**src/rtl/uart_frame_tx_if.sv**
```systemverilog
// Handshake bundle between the command controller / result FIFO / UART TX
// and the response framer.
interface uart_frame_tx_if;
  logic       start;
  logic [7:0] cmd;
  logic [7:0] length;
  logic [7:0] fifo_data;
  logic       fifo_empty;
  logic       fifo_pop;
  logic       Tx_ready;
  logic [7:0] tx_data;
  logic       tx_send;
  logic       busy;
  logic       done;
  logic       error;

  // master: the surrounding system (controller, FIFO, UART TX)
  modport master (
    output start, cmd, length, fifo_data, fifo_empty, Tx_ready,
    input  fifo_pop, tx_data, tx_send, busy, done, error
  );

  // slave: the framer itself
  modport slave (
    input  start, cmd, length, fifo_data, fifo_empty, Tx_ready,
    output fifo_pop, tx_data, tx_send, busy, done, error
  );
endinterface

```
**src/rtl/uart_frame_tx.sv**
```systemverilog
// Response framer: START, length, cmd, payload from result FIFO, END,
// handed one byte at a time to the UART TX via send/ready pulses.
module uart_frame_tx #(
  parameter logic [7:0] START_BYTE = 8'hFE,
  parameter logic [7:0] END_BYTE   = 8'hEF,
  parameter int         TIMEOUT    = 16
) (
  input  logic clk,
  input  logic reset,
  uart_frame_tx_if.slave bus
);
  localparam int TW = $clog2(TIMEOUT + 1);

  typedef enum logic [1:0] {IDLE, LOAD, SEND, WAIT} state_t;
  typedef enum logic [2:0] {HDR_FE, HDR_LEN, HDR_CMD, PAYLOAD, TRAILER} field_t;

  state_t          state_q, state_d;
  field_t          field_q, field_d;
  logic [7:0]      cmd_q, cmd_d;
  logic [7:0]      len_q, len_d;
  logic [7:0]      rem_q, rem_d;
  logic [TW-1:0]   tmo_q, tmo_d;
  logic [7:0]      txd_q, txd_d;
  logic            err_q, err_d;
  logic            done_q, done_d;
  logic            pop_c;

  always_ff @(posedge clk or negedge reset) begin
    if (!reset) begin
      state_q <= IDLE;
      field_q <= HDR_FE;
      cmd_q   <= '0;
      len_q   <= '0;
      rem_q   <= '0;
      tmo_q   <= '0;
      txd_q   <= '0;
      err_q   <= 1'b0;
      done_q  <= 1'b0;
    end else begin
      state_q <= state_d;
      field_q <= field_d;
      cmd_q   <= cmd_d;
      len_q   <= len_d;
      rem_q   <= rem_d;
      tmo_q   <= tmo_d;
      txd_q   <= txd_d;
      err_q   <= err_d;
      done_q  <= done_d;
    end
  end

  always_comb begin
    state_d = state_q;
    field_d = field_q;
    cmd_d   = cmd_q;
    len_d   = len_q;
    rem_d   = rem_q;
    tmo_d   = tmo_q;
    txd_d   = txd_q;
    err_d   = err_q;
    done_d  = 1'b0;
    pop_c   = 1'b0;
    case (state_q)
      IDLE: begin
        if (bus.start) begin
          cmd_d   = bus.cmd;
          len_d   = bus.length;
          rem_d   = bus.length;
          tmo_d   = '0;
          err_d   = 1'b0;
          field_d = HDR_FE;
          state_d = LOAD;
        end
      end
      LOAD: begin
        state_d = SEND;
        case (field_q)
          HDR_FE:  txd_d = START_BYTE;
          HDR_LEN: txd_d = len_q;
          HDR_CMD: txd_d = cmd_q;
          PAYLOAD: begin
            // error was raised on the previous cycle; abandon the payload now
            if (tmo_q == TW'(TIMEOUT)) begin
              txd_d   = END_BYTE;
              field_d = TRAILER;
              rem_d   = '0;
              tmo_d   = '0;
            end else if (!bus.fifo_empty) begin
              txd_d = bus.fifo_data;
              pop_c = 1'b1;
              rem_d = rem_q - 8'd1;
              tmo_d = '0;
            end else begin
              state_d = LOAD;
              tmo_d   = tmo_q + TW'(1);
              if (tmo_q == TW'(TIMEOUT - 1)) err_d = 1'b1;
            end
          end
          default: txd_d = END_BYTE;
        endcase
      end
      SEND: state_d = WAIT;
      WAIT: begin
        if (bus.Tx_ready) begin
          state_d = LOAD;
          case (field_q)
            HDR_FE:  field_d = HDR_LEN;
            HDR_LEN: field_d = HDR_CMD;
            HDR_CMD, PAYLOAD: field_d = (rem_q != 8'd0) ? PAYLOAD : TRAILER;
            default: begin
              state_d = IDLE;
              done_d  = 1'b1;
            end
          endcase
        end
      end
      default: state_d = IDLE;
    endcase
  end

  assign bus.tx_data  = txd_q;
  assign bus.tx_send  = (state_q == SEND);
  assign bus.fifo_pop = pop_c;
  assign bus.busy     = (state_q != IDLE);
  assign bus.done     = done_q;
  assign bus.error    = err_q;
endmodule

```
**src/flat_wrapper.sv**
```systemverilog
// flat-port wrapper written by rule: the top's interface ports become plain ports
module uart_frame_tx_flat 
#(
  parameter logic [7:0] START_BYTE = 8'hFE,
  parameter logic [7:0] END_BYTE   = 8'hEF,
  parameter int         TIMEOUT    = 16
)
  (clk, reset, bus_start, bus_cmd, bus_length, bus_fifo_data, bus_fifo_empty, bus_Tx_ready, bus_fifo_pop, bus_tx_data, bus_tx_send, bus_busy, bus_done, bus_error);
  uart_frame_tx_if bus_i ();
  input  logic clk;
  input  logic reset;
  input wire logic [$bits(bus_i.start)-1:0] bus_start;
  input wire logic [$bits(bus_i.cmd)-1:0] bus_cmd;
  input wire logic [$bits(bus_i.length)-1:0] bus_length;
  input wire logic [$bits(bus_i.fifo_data)-1:0] bus_fifo_data;
  input wire logic [$bits(bus_i.fifo_empty)-1:0] bus_fifo_empty;
  input wire logic [$bits(bus_i.Tx_ready)-1:0] bus_Tx_ready;
  output wire logic [$bits(bus_i.fifo_pop)-1:0] bus_fifo_pop;
  output wire logic [$bits(bus_i.tx_data)-1:0] bus_tx_data;
  output wire logic [$bits(bus_i.tx_send)-1:0] bus_tx_send;
  output wire logic [$bits(bus_i.busy)-1:0] bus_busy;
  output wire logic [$bits(bus_i.done)-1:0] bus_done;
  output wire logic [$bits(bus_i.error)-1:0] bus_error;
  assign bus_i.start = bus_start;
  assign bus_i.cmd = bus_cmd;
  assign bus_i.length = bus_length;
  assign bus_i.fifo_data = bus_fifo_data;
  assign bus_i.fifo_empty = bus_fifo_empty;
  assign bus_i.Tx_ready = bus_Tx_ready;
  assign bus_fifo_pop = bus_i.fifo_pop;
  assign bus_tx_data = bus_i.tx_data;
  assign bus_tx_send = bus_i.tx_send;
  assign bus_busy = bus_i.busy;
  assign bus_done = bus_i.done;
  assign bus_error = bus_i.error;
  uart_frame_tx #(.START_BYTE(START_BYTE), .END_BYTE(END_BYTE), .TIMEOUT(TIMEOUT)) u_core (.clk(clk), .reset(reset), .bus(bus_i));
endmodule
```
**config.mk**
```make
export PLATFORM = sky130hd
export DESIGN_NAME = uart_frame_tx_flat
export DESIGN_NICKNAME = d
export VERILOG_FILES = /design/src/rtl/uart_frame_tx_if.sv /design/src/rtl/uart_frame_tx.sv /design/src/flat_wrapper.sv
export SDC_FILE = /design/constraint.sdc
export NUM_CORES = 1
export LEC_CHECK = 0
export ABC_AREA = 1
export CAP_MARGIN = 20
export CORE_MARGIN = 10
export CORE_UTILIZATION = 46
export CTS_BUF_LIST = sky130_fd_sc_hd__clkbuf_4 sky130_fd_sc_hd__clkbuf_8
export DETAILED_ROUTE_END_ITERATION = 10
export PLACE_DENSITY = 0.71
export REMOVE_ABC_BUFFERS = 1
export SLEW_MARGIN = 25
export SYNTH_ARGS = -nofsm -noshare
export SYNTH_HDL_FRONTEND = slang
export SYNTH_SLANG_ARGS = --single-unit
```
**constraint.sdc**
```tcl
create_clock -name clk -period 2.4 [get_ports clk]
set_input_delay 0.48 -clock clk [delete_from_list [all_inputs] [get_ports clk]]
set_output_delay 0.48 -clock clk [all_outputs]
set_load 0.02 [all_outputs]
```
==> qor.txt, run 1 <==
Fillers = 495
Initial antenna violation count = 0
LEAKAGE = 1.58 nW
Final min period = 2.13 ns
Placeable core area = 0.00511 mm²
Overall power = 3.61 mW
Met2 usage = 23.7%
Initial Utilization = 47.7%
Cell Rows = 26
CTS root buf = clkbuf_8
CP cell instances = inv_1, ha_1, nand2_1, inv_1, nand2_1, nand2_2, nor3_1, dlygate4sd2_1
CP Data Arrival Time = 1.65 ns
Worst path bufs/invs = 3
Slew headroom = 58.7%
Net switching power = 1.58 mW
Hold-fix buffers, CTS = 0
DR vias/cell = 4.87
Final Hold Viols = 0
Yosys cell types = 25
Flop pwr share = 36.2%
H-tree levels = 2
Post-Syn Area per Cell = 7.23 µm²
Post CTS Setup Buffer Count = 0
Top delay family on crit path = buffers and inverters
Required @ worst endpoint = 1.92 ns
Setup CP Type = flop to primary output
Vias = 2222
Sw Share = 43.9%
Post-synth top cells = 132 x nand2_1, 44 x dfrtp_1, 40 x inv_1, 30 x nor2_1, 28 x nand3_1
Cell Area, Synth = 0.00244 mm²
Most frequent cell after synthesis = nand2_1
Async SR Flop Fraction = 100%
Combinational group share of total power = 48.8%
Post-DP HPWL = 4700 µm
Sequential area share after synthesis = 45.2%
Area grow syn2layout = 25.3%
Drc violations = 0
Gr busiest metal = met2
YS warnings = 0
Final clock skew = 0.00666 ns
Power per Cell Area = 1180 mW/mm²
Worst-Skew Late Latency = 0.30 ns
Remaining Overflow, GRT = 0
Maximum vdd drop = 0.522 mV
Final period util = 88.6%
Clock transition at path regs = 0.08 ns
Drt total wl = 5970 µm
Post-synth EDFFs = 0
First-pass GRT wire length = 10200 µm
Share of post-route cells with drive strength above 1 = 8.55%
Hold WC Path Type = input port to async pin
Top cells by area, synth = dfrtp_1 45%, nand2_1 20%, inv_1 6.2%, nand3_1 5.7%, nor2_1 4.6%
Post-synth top area share = 45.2%
Mapped Cells = 337
Largest net degree at the start of global routing = 22
Max Slew Vio Count = 0
Critical path launch point type = flop
Drt pass-1 iters = 4
Routability Congestion = 0.878
Crit Path Max Fanout = 4
CP endpoint kind = primary output
NumNets Final = 421
Main synth FF type = dfrtp_1
GR Layer Usage met1 = 18.2%
Post-route antenna net violation count = 0
Status = finished, final reports clean
Slowest CP cell = dlygate4sd2_1
I/O pins = 42
I/O Buffers = 41
Initial DRC Count = 139
Full die area = 0.00861 mm²
WHS = 0.103 ns
Chip Height = 92.8 µm
RSZ-0062 raised after global routing = no
Pint = 2.02 mW
N_diodes = 0
#FFs+latches synth = 44
Max-cap violation count = 0
Fmax = 470 MHz
Yosys top cell by area = dfrtp_1
Drt wl/cell = 13.1 µm
CTS tree = built
PostCTS Resize Cnt = 1
Final setup violation count = 0
Sink Count = 44
Setup_tns = 0 ns
Tightest Pin Transition = 0.612 ns
Slowest stage delay, CP = 0.36 ns
CTS Buffer Depth = 2
Vias in the first global route = 2136
Met3 usage = 3.71%
Clk pwr share = 15.0%
GRT Util Overall = 14.5%
Die X = 92.8 µm
Total CTS buffers = 5
==> kinds of logic after synthesis <==
group                      synth area share (%)
buffers and inverters                      8.32
adders and majority gates                  2.57
and+or+nand+nor                            36.3
AOI/OAI and AO/OA                          7.60
DFF                                        45.2
==> metal layers <==
metal / routed length [µm] / part of all wire [%]
met1: 2680 / 45
met2: 2860 / 48
met3: 357 / 6.0
met4: 76 / 1.3
met5: 0 / 0
==> sequential cells by signal, indices dropped and copies added, names as in the netlist, named ones only <==
name	count
u_core.bus.error	1
u_core.bus.done	1
u_core.state_q	1
u_core.rem_q	8
u_core.bus.tx_data	8
u_core.tmo_q	5
u_core.len_q	8
u_core.field_q	3
u_core.cmd_q	8
==> final cells by class <==
| class | instances | area, µm² | area share, % |
|---|---|---|---|
| clock inverter | 1 | 30.0 | 0.983 |
| timing repair buffer | 47 | 449 | 14.7 |
| inverter | 45 | 184 | 6.02 |
| clock buffer | 5 | 68.8 | 2.25 |
| tap | 70 | 87.6 | 2.87 |
| sequential | 44 | 1100 | 36.1 |
| multi-input combinational | 244 | 1130 | 37.1 |
==> power groups by stage <==
stage | registers (mW) | logic [mW] | clock network, mW
after global routing | 1.35 | 2.01 | 0.595
after floorplan | 1.35 | 1.13 | 0
after global placement | 1.30 | 1.73 | 0
final | 1.30 | 1.76 | 0.542
after CTS | 1.30 | 1.77 | 0.557
after detailed placement | 1.32 | 1.76 | 0
==> metrics by stage <==
step / utilization (%) / cell area (µm²) / setup slack [ns] / std cells
after detailed placement: 57.9 / 2960 / 0.135 / 450
after global placement: 57.9 / 2960 / 0.145 / 450
after CTS: 59.8 / 3050 / 0.249 / 456
after global routing: 59.8 / 3050 / 0.132 / 456
after floorplan: - / 2420 / 0.376 / 333
final: 59.8 / 3050 / 0.274 / 456
==> layout by cell type (no fill, tap or decap), drive strengths merged <==
cell type / n
dlygate4sd2: 1
buf: 7
clkdlybuf4s50: 39
a21oi: 12
clkinv: 1
nand2: 140
inv: 44
nor3: 2
o21ai: 17
nor2: 34
bufinv: 1
o22ai: 4
clkbuf: 5
ha: 5
nand3: 29
o211ai: 1
dfrtp: 44
==> worst register-to-register path, cell delays in order, from the launching register on <==
cell	delay, ns
dfrtp_1	0.35
inv_1	0.08
ha_1	0.19
nand2_1	0.06
inv_1	0.03
nand2_1	0.08
buf_4	0.20
nand3_2	0.09
nand2_2	0.18
inv_2	0.11
o21ai_0	0.10
nand2_1	0.06
==> final timing paths <==
check	start	end	slack, ns	cells past startpoint
min	reset	u_core.bus.tx_data[5]$_DFFE_PN0P_	0.10	1
max	u_core.tmo_q[0]$_DFFE_PN0P_	bus_fifo_pop	0.27	8
max in group asynchronous	reset	u_core.rem_q[1]$_DFFE_PN0P_	1.73	2
min reg2reg	u_core.bus.tx_data[6]$_DFFE_PN0P_	u_core.bus.tx_data[6]$_DFFE_PN0P_	0.48	2
min in group clk	u_core.bus.tx_data[6]$_DFFE_PN0P_	u_core.bus.tx_data[6]$_DFFE_PN0P_	0.48	2
max reg2reg	u_core.tmo_q[0]$_DFFE_PN0P_	u_core.bus.tx_data[5]$_DFFE_PN0P_	0.75	11
No activity file was read; power rests on OpenSTA's default activity.
==> inputs of run 2 (changes only) <==
- SETUP_SLACK_MARGIN: default -> 0.05
==> results of run 2 <==
Same layout as run 1: the final DEF is identical, and so are final timing and power.
==> inputs of run 3 (changes only) <==
- ABC_CLOCK_PERIOD_IN_PS: default -> 2400
==> results of run 3 <==
Same layout as run 1: the final DEF is identical, and so are final timing and power.
